## src/rtl/add64_word_seq_pkg.sv

```systemverilog
// Shared constants and FSM state type for the add64_word_seq word sequencer.
//   WORD_W : stream beat width
//   ADD_W  : adder core width (must equal 2*WORD_W)
//   state_t: sequencer states, 3-bit encoding
package add64_word_seq_pkg;

  localparam int unsigned WORD_W = 32;
  localparam int unsigned ADD_W  = 64;

  typedef enum logic [2:0] {
    LD_A0  = 3'd0,
    LD_A1  = 3'd1,
    LD_B0  = 3'd2,
    LD_B1  = 3'd3,
    CALC   = 3'd4,
    OUT_LO = 3'd5,
    OUT_HI = 3'd6
  } state_t;

endpackage

```

## src/rtl/add64_word_seq_if.sv

```systemverilog
// Word-stream interface for add64_word_seq.
//   in_valid/in_ready/in_data/in_sop/in_cin : operand beat stream (into block)
//   out_valid/out_ready/out_data/out_last/out_carry : sum beat stream (out of block)
// Modports:
//   slave  : the add64_word_seq block itself
//   master : the system side that feeds operands and consumes sums
interface add64_word_seq_if #(
  parameter int unsigned WORD_W = 32
);

  logic              in_valid;
  logic              in_ready;
  logic [WORD_W-1:0] in_data;
  logic              in_sop;
  logic              in_cin;
  logic              out_valid;
  logic              out_ready;
  logic [WORD_W-1:0] out_data;
  logic              out_last;
  logic              out_carry;

  modport slave (
    input  in_valid, in_data, in_sop, in_cin, out_ready,
    output in_ready, out_valid, out_data, out_last, out_carry
  );

  modport master (
    output in_valid, in_data, in_sop, in_cin, out_ready,
    input  in_ready, out_valid, out_data, out_last, out_carry
  );

endinterface

```

## src/rtl/sixtyfourbit.sv

```systemverilog
// 64-bit adder core: sum = a + b + cin, cout is the 65th bit.
//   a, b : operands
//   cin  : carry-in
//   sum  : 64-bit sum modulo 2^64
//   cout : carry-out
module sixtyfourbit (
  input  logic [63:0] a,
  input  logic [63:0] b,
  input  logic        cin,
  output logic [63:0] sum,
  output logic        cout
);

  assign {cout, sum} = {1'b0, a} + {1'b0, b} + {64'd0, cin};

endmodule

```

## src/rtl/add64_word_seq.sv

```systemverilog
// Sequencer that collects A_lo, A_hi, B_lo, B_hi (+carry-in) as 32-bit beats,
// runs them through the 64-bit adder core for one cycle, then returns the sum
// as a low beat followed by a high beat (with carry-out).
//   clk, rst_n : clock, asynchronous active-low reset
//   bus        : operand/result streams (slave modport)
//   busy       : high whenever the sequencer is not idle in LD_A0
//   op_count   : completed operations, wraps
module add64_word_seq
  import add64_word_seq_pkg::*;
#(
  parameter int unsigned WORD_W = 32,
  parameter int unsigned CNT_W  = 16
) (
  input  logic             clk,
  input  logic             rst_n,
  add64_word_seq_if.slave  bus,
  output logic             busy,
  output logic [CNT_W-1:0] op_count
);

  state_t             r_state;
  state_t             w_next;
  logic [ADD_W-1:0]   r_a;
  logic [ADD_W-1:0]   r_b;
  logic               r_cin;
  logic [ADD_W-1:0]   r_sum;
  logic               r_carry;
  logic [CNT_W-1:0]   r_op_count;
  logic [ADD_W-1:0]   w_sum;
  logic               w_carry;
  logic               w_in_xfer;
  logic               w_out_xfer;

  assign w_in_xfer  = bus.in_valid  & bus.in_ready;
  assign w_out_xfer = bus.out_valid & bus.out_ready;

  sixtyfourbit u_add (
    .a    (r_a),
    .b    (r_b),
    .cin  (r_cin),
    .sum  (w_sum),
    .cout (w_carry)
  );

  // State register
  always_ff @(posedge clk or negedge rst_n) begin
    if (!rst_n) r_state <= LD_A0;
    else        r_state <= w_next;
  end

  // Next-state logic; an sop beat in any later load state restarts at A_hi
  always_comb begin
    w_next = r_state;
    unique case (r_state)
      LD_A0:  if (w_in_xfer) w_next = LD_A1;
      LD_A1:  if (w_in_xfer) w_next = (bus.in_sop) ? LD_A1 : LD_B0;
      LD_B0:  if (w_in_xfer) w_next = (bus.in_sop) ? LD_A1 : LD_B1;
      LD_B1:  if (w_in_xfer) w_next = (bus.in_sop) ? LD_A1 : CALC;
      CALC:   w_next = OUT_LO;
      OUT_LO: if (w_out_xfer) w_next = OUT_HI;
      OUT_HI: if (w_out_xfer) w_next = LD_A0;
      default: w_next = LD_A0;
    endcase
  end

  // Outputs decoded from state and result registers only
  always_comb begin
    bus.in_ready  = 1'b0;
    bus.out_valid = 1'b0;
    bus.out_data  = '0;
    bus.out_last  = 1'b0;
    bus.out_carry = 1'b0;
    busy          = (r_state != LD_A0);
    unique case (r_state)
      LD_A0, LD_A1, LD_B0, LD_B1: bus.in_ready = 1'b1;
      OUT_LO: begin
        bus.out_valid = 1'b1;
        bus.out_data  = r_sum[WORD_W-1:0];
      end
      OUT_HI: begin
        bus.out_valid = 1'b1;
        bus.out_data  = r_sum[2*WORD_W-1:WORD_W];
        bus.out_last  = 1'b1;
        bus.out_carry = r_carry;
      end
      default: ;
    endcase
  end

  // Operand, result and counter registers
  always_ff @(posedge clk or negedge rst_n) begin
    if (!rst_n) begin
      r_a        <= '0;
      r_b        <= '0;
      r_cin      <= 1'b0;
      r_sum      <= '0;
      r_carry    <= 1'b0;
      r_op_count <= '0;
    end else begin
      unique case (r_state)
        LD_A0, LD_A1, LD_B0, LD_B1: begin
          if (w_in_xfer) begin
            if (r_state == LD_A0 || bus.in_sop) begin
              r_a[WORD_W-1:0] <= bus.in_data;
              r_cin           <= bus.in_cin;
            end else begin
              unique case (r_state)
                LD_A1:   r_a[2*WORD_W-1:WORD_W] <= bus.in_data;
                LD_B0:   r_b[WORD_W-1:0]        <= bus.in_data;
                default: r_b[2*WORD_W-1:WORD_W] <= bus.in_data;
              endcase
            end
          end
        end
        CALC: begin
          r_sum   <= w_sum;
          r_carry <= w_carry;
        end
        OUT_HI: if (w_out_xfer) r_op_count <= r_op_count + 1'b1;
        default: ;
      endcase
    end
  end

  assign op_count = r_op_count;

endmodule

```

## src/flat_wrapper.sv

```systemverilog
// flat-port wrapper written by rule: the top's interface ports become plain ports
module add64_word_seq_flat import add64_word_seq_pkg::*;
#(
  parameter int unsigned WORD_W = 32,
  parameter int unsigned CNT_W  = 16
)
  (clk, rst_n, busy, op_count, bus_in_valid, bus_in_data, bus_in_sop, bus_in_cin, bus_out_ready, bus_in_ready, bus_out_valid, bus_out_data, bus_out_last, bus_out_carry);
  add64_word_seq_if #(.WORD_W(WORD_W)) bus_i ();
  input  logic clk;
  input  logic rst_n;
  output logic busy;
  output logic [CNT_W-1:0] op_count;
  input wire logic [$bits(bus_i.in_valid)-1:0] bus_in_valid;
  input wire logic [$bits(bus_i.in_data)-1:0] bus_in_data;
  input wire logic [$bits(bus_i.in_sop)-1:0] bus_in_sop;
  input wire logic [$bits(bus_i.in_cin)-1:0] bus_in_cin;
  input wire logic [$bits(bus_i.out_ready)-1:0] bus_out_ready;
  output wire logic [$bits(bus_i.in_ready)-1:0] bus_in_ready;
  output wire logic [$bits(bus_i.out_valid)-1:0] bus_out_valid;
  output wire logic [$bits(bus_i.out_data)-1:0] bus_out_data;
  output wire logic [$bits(bus_i.out_last)-1:0] bus_out_last;
  output wire logic [$bits(bus_i.out_carry)-1:0] bus_out_carry;
  assign bus_i.in_valid = bus_in_valid;
  assign bus_i.in_data = bus_in_data;
  assign bus_i.in_sop = bus_in_sop;
  assign bus_i.in_cin = bus_in_cin;
  assign bus_i.out_ready = bus_out_ready;
  assign bus_in_ready = bus_i.in_ready;
  assign bus_out_valid = bus_i.out_valid;
  assign bus_out_data = bus_i.out_data;
  assign bus_out_last = bus_i.out_last;
  assign bus_out_carry = bus_i.out_carry;
  add64_word_seq #(.WORD_W(WORD_W), .CNT_W(CNT_W)) u_core (.clk(clk), .rst_n(rst_n), .bus(bus_i), .busy(busy), .op_count(op_count));
endmodule
```

## config.mk

```make
export PLATFORM = sky130hd
export DESIGN_NAME = add64_word_seq_flat
export DESIGN_NICKNAME = d
export VERILOG_FILES = /design/src/rtl/add64_word_seq_pkg.sv /design/src/rtl/add64_word_seq_if.sv /design/src/rtl/sixtyfourbit.sv /design/src/rtl/add64_word_seq.sv /design/src/flat_wrapper.sv
export SDC_FILE = /design/constraint.sdc
export NUM_CORES = 1
export LEC_CHECK = 0
export ABC_AREA = 1
export BUFFER_PORTS_ARGS = -buffer_cell sky130_fd_sc_hd__buf_2
export CORE_AREA = 5 5 229 142
export CTS_BUF_LIST = sky130_fd_sc_hd__clkbuf_2 sky130_fd_sc_hd__clkbuf_4 sky130_fd_sc_hd__clkbuf_8
export DETAILED_ROUTE_END_ITERATION = 10
export DIE_AREA = 0 0 234 147
export PLACE_DENSITY = 0.67
export SYNTH_ARGS = -nofsm -noshare
export SYNTH_HDL_FRONTEND = slang
export SYNTH_HIERARCHICAL = 1
export SYNTH_SLANG_ARGS = --single-unit
```

## constraint.sdc

```tcl
create_clock -name clk -period 2.9 [get_ports clk]
set_input_delay 0.58 -clock clk [delete_from_list [all_inputs] [get_ports clk]]
set_output_delay 0.58 -clock clk [all_outputs]
set_load 0.03 [all_outputs]
```

Yosys cells after proc, flatten, opt, wreduce, memory -nomap -nowiden
Index checks and enable logic that the tools add are counted.
- register bits after elaboration: 213
- input bits: 38
- output and inout bits: 53
- logic and storage cells: 55
- $add $sub $neg: 3
- eq/ne operators: 12
- multiplexer cells: 15
- bitwise logic cells: 4
- reductions and logical operators: 12
- operator list (cell ; number):
    adder 64 x 64 -> 65 bit ; 1
    adder 65 x 1 -> 65 bit ; 1
    one-hot mux 32 bit (2 select lines) ; 1
    2-to-1 mux 3 bit ; 7
    one-hot mux 3 bit (7 select lines) ; 1
    adder 16 x 1 -> 16 bit (second input constant) ; 1
    != test 2 x 1 -> 1 bit (second input constant) ; 6
    AND reduction 4 bit ; 3
    equality test 3 bit (second input constant) ; 3
    equality test 3 x 2 -> 1 bit (second input constant) ; 2
    AND reduction 6 bit ; 1
    2-to-1 mux 1 bit ; 4
    2-to-1 mux 2 bit ; 2
    OR reduction 2 bit ; 2
    OR reduction 4 bit ; 1
    equality test 3 x 1 -> 1 bit (second input constant) ; 1
    logical NOT 3 bit ; 1
    AND reduction 3 bit ; 1
    nonzero test 3 bit ; 1
    bitwise AND 1 bit ; 2
    inverter 1 bit ; 2
    AND reduction 2 bit ; 1
    logical OR 1 bit ; 1

Logic depth before layout (Yosys ltp)
- word-level depth: 6
- depth in mapped cells: 14
- gate-level depth less buffers: 14

By module
The synthesis kept the hierarchy.
- by module, submodules not included (module ; times used ; cells an instance ; area each (µm²) ; seq. area each (µm²)):
    add64_word_seq ; 1 ; 779 ; 8943.6 ; 5330.1
    sixtyfourbit ; 1 ; 1295 ; 5916.9 ; 0.0

Worst setup path after synthesis
No wires, ideal clock.
- path type: register to register
- start point: reg u_core.r_a[0]
- end point: reg u_core.r_sum[56]
- library setup time: 125 ps
- arrival: 2320 ps
- data required time: 2775 ps
- path slack: 454 ps
- cell stages (with the launch flop): 14
- path buffers: 0
- period minus slack after synthesis: 2446 ps
- cell sequence: dfrtp_1 -> fa_1 -> fa_1 -> nand3_1 -> nand3_1 -> nand2_1 -> nand2_1 -> nand2_1 -> nand3_2 -> nand2_1 -> nand3_1 -> nand2_1 -> nand2_1 -> mux2_4
- longest elaborated chain between the ends: 2
- ends and longest elaborated chain (element ; line ; source):
    start: declaration ; add64_word_seq.sv:23 ; logic [ADD_W-1:0] r_a;
    start signal: indexed assignment ; add64_word_seq.sv:104 ; r_a[WORD_W-1:0] <= bus.in_data;
    start signal: indexed assignment ; add64_word_seq.sv:108 ; LD_A1: r_a[2*WORD_W-1:WORD_W] <= bus.in_data;
    adder 64 x 64 -> 65 bit ; sixtyfourbit.sv:14 ; assign {cout, sum} = {1'b0, a} + {1'b0, b} + {64'd0, cin};
    adder 65 x 1 -> 65 bit ; sixtyfourbit.sv:14 ;
    named net u_core.w_sum[56] ; add64_word_seq.sv:29 ; logic [ADD_W-1:0] w_sum;
    end signal: assignment ; add64_word_seq.sv:116 ; r_sum <= w_sum;
    end: declaration ; add64_word_seq.sv:26 ; logic [ADD_W-1:0] r_sum;
The timed path passes the listed nets, and every way through them passes these cells.
A chain may end at the register's enable or synchronous reset.

Worst setup path in the final report
- start point: reg u_core.r_state[1]
- end point: out bus_out_data[25]
- longest elaborated chain between the ends: 2
- elaborated cells on any way between the ends: 3
- classes of those cells: eq/ne (2); mux (1)
- ends and longest elaborated chain (element ; line ; source):
    start: declaration ; add64_word_seq.sv:21 ; state_t r_state;
    start signal: assignment ; add64_word_seq.sv:48 ; else r_state <= w_next;
    equality test 3 bit ; add64_word_seq.sv:74 ; unique case (r_state)
    one-hot mux 32 bit (2 select lines) * ; add64_word_seq.sv:74 ;
    end: declaration ; flat_wrapper.sv:20 ; output wire logic [$bits(bus_i.out_data)-1:0] bus_out_data;
Every way passes the cells marked *; elsewhere a longest branch is shown, timed or not.

==> summary.md <==
• **outcome** finished, final reports clean
• **Tightest Hold Check Type** input port to async pin
• **Synth Warn #** 6
• **final WL** 50300 um
• **clock root buffer master** sky130_fd_sc_hd__clkbuf_8
• **floorplan die height** 147 um
• **clock transition at the registers of the reported paths** 0.06 ns
• **clock tree from TritonCTS** done
• **critical path start-end classification** register to output pin
• **Mapped Avg Cell Area** 7.17 um2
• **dominant cell by count in the synthesized netlist** sky130_fd_sc_hd__nand2_1
• **post-route worst hold slack** 0.0871 ns
• **post-synthesis to final-layout area growth** 12.1%
• **crit path capture type** output pin
• **number of I/O pins** 91
• **# DRC** 0
• **half-perimeter wire length after placement** 40700 um
• **post-route clock period utilization** 95.4%
• **Starting Density** 48.9%
• **Detail Route Antenna Nets** 0
• **P per Cell Area** 1230 nW/um2
• **Clock Sink Count** 213
• **global router's overall resource usage** 29.2%
• **Tightest Pin Transition** 0.991 ns
• **global route overflow** 0
• **unrepaired setup endpoints after global routing** false
• **ratio of cells with drive above 1 in the final layout** 15.8%
• **CORE AREA** 30400 um2
• **count of pins over their slew limit** 0
• **Port-buffer cells** 90
• **post-layout minimum cycle time** 2.77 ns
• **Worst-Skew Late Latency** 0.55 ns
• **site row count** 50
• **first-pass GRT wire length** 76500 um
• **most instantiated cells after synthesis** sky130_fd_sc_hd__nand2_1 (795), sky130_fd_sc_hd__inv_1 (377), sky130_fd_sc_hd__dfrtp_1 (213)
• **Critical Path Start Type** register
• **number of hold-repair buffers added at the cts stage** 0
• **antenna diode count** 0
• **average wire per standard cell** 19.1 um
• **share of the yosys chip area belonging to registers** 35.9%
• **Setup-failing EPs final** 0
• **achievable clock frequency** 0.361 GHz
• **clock buffer count from CTS** 36
• **worst-case setup margin in the final layout** 0.133 ns
• **Post-Synthesis Cells** 2074
• **pre-CTS setup slack** 0.0122 ns
• **count of flip-flops with a built-in enable after synthesis** 0
• **horizontal extent of the die** 234 um
• **count of state elements after synthesis** 213
• **CP max FO** 32
• **Post-synth top flop** sky130_fd_sc_hd__dfrtp_1
• **Hold Vio Cnt, Final** 0
• **Post-synth ARST share** 100%
• **relative slew slack** 33.9%
• **maximum count of clock buffers along a single path** 3
• **area share of the largest cell type after synthesis** 35.9%
• **main area contributors after synthesis** sky130_fd_sc_hd__dfrtp_1 (36%), sky130_fd_sc_hd__nand2_1 (20%), sky130_fd_sc_hd__inv_1 (9.5%), sky130_fd_sc_hd__ha_1 (5.4%), sky130_fd_sc_hd__mux2_4 (3.8%)
• **die area** 34400 um2
• **number of nets in the layout** 2300
• **Total Neg Setup Slack** 0 ns
• **via-per-instance ratio** 5.22
• **most area-hungry cell type in the Yosys netlist** sky130_fd_sc_hd__dfrtp_1
• **htree depth** 2
• **number of maximum-capacitance violations** 0
• **number of buffers inserted to repair setup after CTS** 0
• **number of vias in the routed layout** 13.8k
• **pin count of the biggest net entering global routing** 84
• **clock skew after layout** 0.0243 ns
• **number of DRC markers in iteration 0** 1397
• **Power Total** 0.0205 W
• **Post-Synthesis Cell Area** 14900 um2
• **iteration count of the initial detailed-routing pass** 5
• **via count of the first global-routing pass** 12.7k
• **maximum resistive drop on vdd** 0.000646 V
• **antenna violations before repair** 0
• **Net Count, Synth** 2178
• **Arrival @ worst endpoint** 2.19 ns
• **Unique masters post-synth** 39
• **data required time at the worst endpoint** 2.32 ns
• **cell leakage power** 9.82 nW
• **Routability Congestion** 1.03
cells in the final DEF, fill, tap and decap left out, types with 2 or more instances in the layout:
cell type,netlist,layout
sky130_fd_sc_hd__clkinv_2,0,2
sky130_fd_sc_hd__nand2_2,13,14
sky130_fd_sc_hd__xnor2_1,5,5
sky130_fd_sc_hd__inv_1,377,377
sky130_fd_sc_hd__buf_2,17,89
sky130_fd_sc_hd__nor2_2,14,14
sky130_fd_sc_hd__ha_1,64,64
sky130_fd_sc_hd__a22o_1,32,32
sky130_fd_sc_hd__nand3_2,9,9
sky130_fd_sc_hd__o21ai_1,86,86
sky130_fd_sc_hd__inv_2,3,3
sky130_fd_sc_hd__mux2_4,38,38
sky130_fd_sc_hd__dfrtp_1,213,211
sky130_fd_sc_hd__o21ai_2,42,42
sky130_fd_sc_hd__a21oi_1,51,51
sky130_fd_sc_hd__nor3_2,3,3
sky130_fd_sc_hd__xor2_1,35,34
sky130_fd_sc_hd__bufinv_16,0,2
sky130_fd_sc_hd__buf_12,0,7
sky130_fd_sc_hd__o211ai_1,2,2
sky130_fd_sc_hd__o21ai_0,8,8
sky130_fd_sc_hd__mux2_2,26,26
sky130_fd_sc_hd__nor2_1,114,114
sky130_fd_sc_hd__nor3_1,13,13
sky130_fd_sc_hd__nand3_1,55,55
sky130_fd_sc_hd__nand2_1,795,793
sky130_fd_sc_hd__clkinv_1,3,3
sky130_fd_sc_hd__clkbuf_4,0,10
sky130_fd_sc_hd__nand2_4,4,5
sky130_fd_sc_hd__nor2_4,4,4
sky130_fd_sc_hd__clkbuf_8,0,47
sky130_fd_sc_hd__buf_4,0,26
sky130_fd_sc_hd__fa_2,0,2
sky130_fd_sc_hd__o21bai_1,4,4
sky130_fd_sc_hd__nand4_1,11,11
sky130_fd_sc_hd__dfrtp_2,0,2
per-stage QoR:
step,util (%),area (um2),instances
4_1_cts,54.7,16600,2634
3_5_place_dp,52.1,15900,2574
2_1_floorplan,-,14900,2074
3_3_place_gp,52.1,15900,2574
5_1_grt,54.8,16700,2634
6_report,54.8,16700,2634
final timing paths:
path,startpoint,slack [ns],depth (start not counted),endpoint
min in group clk,bus_in_data[28],0.33,3,u_core/r_a[28]
setup / recovery,u_core/r_state[1],0.13,6,bus_out_data[25]
hold reg to reg,u_core/r_a[60],0.49,2,u_core/r_a[60]
max in group asynchronous,rst_n,2.08,2,u_core/r_sum[26]
setup reg to reg,u_core/r_a[5],0.17,13,u_core/r_sum[63]
hold / removal,rst_n,0.09,1,u_core/r_sum[3]
final cells by class:
cell class | instances | area, um2
fill | 3035 | 13700
multi-input combinational | 1437 | 7770
sequential | 213 | 5330
inverter | 384 | 1450
timing repair buffer | 124 | 810
clock buffer | 56 | 708
tap | 416 | 520
clock inverter | 4 | 70.1
cell families after synthesis:
kind of cell               Yosys count  synth area share, %
xor gates and xnor gates            40                 2.36
adders and majority gates           66                 5.66
and+or+nand+nor                   1040                 28.7
DFF                                213                 35.9
buffers and inverters              424                 12.0
muxes                               64                 5.81
AOI/OAI and AO/OA                  227                 9.65
critical path, stage by stage, from the launching register on:
cell	delay [ns]
sky130_fd_sc_hd__dfrtp_2	0.50
sky130_fd_sc_hd__inv_1	0.12
sky130_fd_sc_hd__nand2_1	0.10
sky130_fd_sc_hd__nor2_2	0.14
sky130_fd_sc_hd__buf_8	0.25
sky130_fd_sc_hd__a22o_1	0.28
sky130_fd_sc_hd__buf_2	0.23
sequential cells by signal, summed over array words and instances (netlist names):
signal and flops:
u_core/r_a 64, u_core/r_b 64, u_core/r_sum 64, u_core/op_count 16
u_core/r_state 3, u_core/r_carry 1, u_core/r_cin 1
power by group:
| group | internal, W | total (W) | switching (W) |
|---|---|---|---|
| Clock | 0.00172 | 0.00298 | 0.00126 |
| Combinational | 0.00401 | 0.0124 | 0.00840 |
| Sequential | 0.00422 | 0.00508 | 0.000855 |
per-layer routing:
| layer | wire length, um | global-route usage, % | up-vias |
|---|---|---|---|
| met5 | 0 | 0 | - |
| met4 | 512 | 4.52 | 0 |
| met3 | 5250 | 8.79 | 43 |
| met2 | 18600 | 37.0 | 527 |
| met1 | 25900 | 48.6 | 6572 |
| li1 | - | - | 6618 |
what timing repair did:
item / CTS / global route
pin swaps: 0 / 1
resized for setup: 2 / 6
setup endpoints to repair: 8 / 22
No activity file was read; power rests on OpenSTA's default activity.
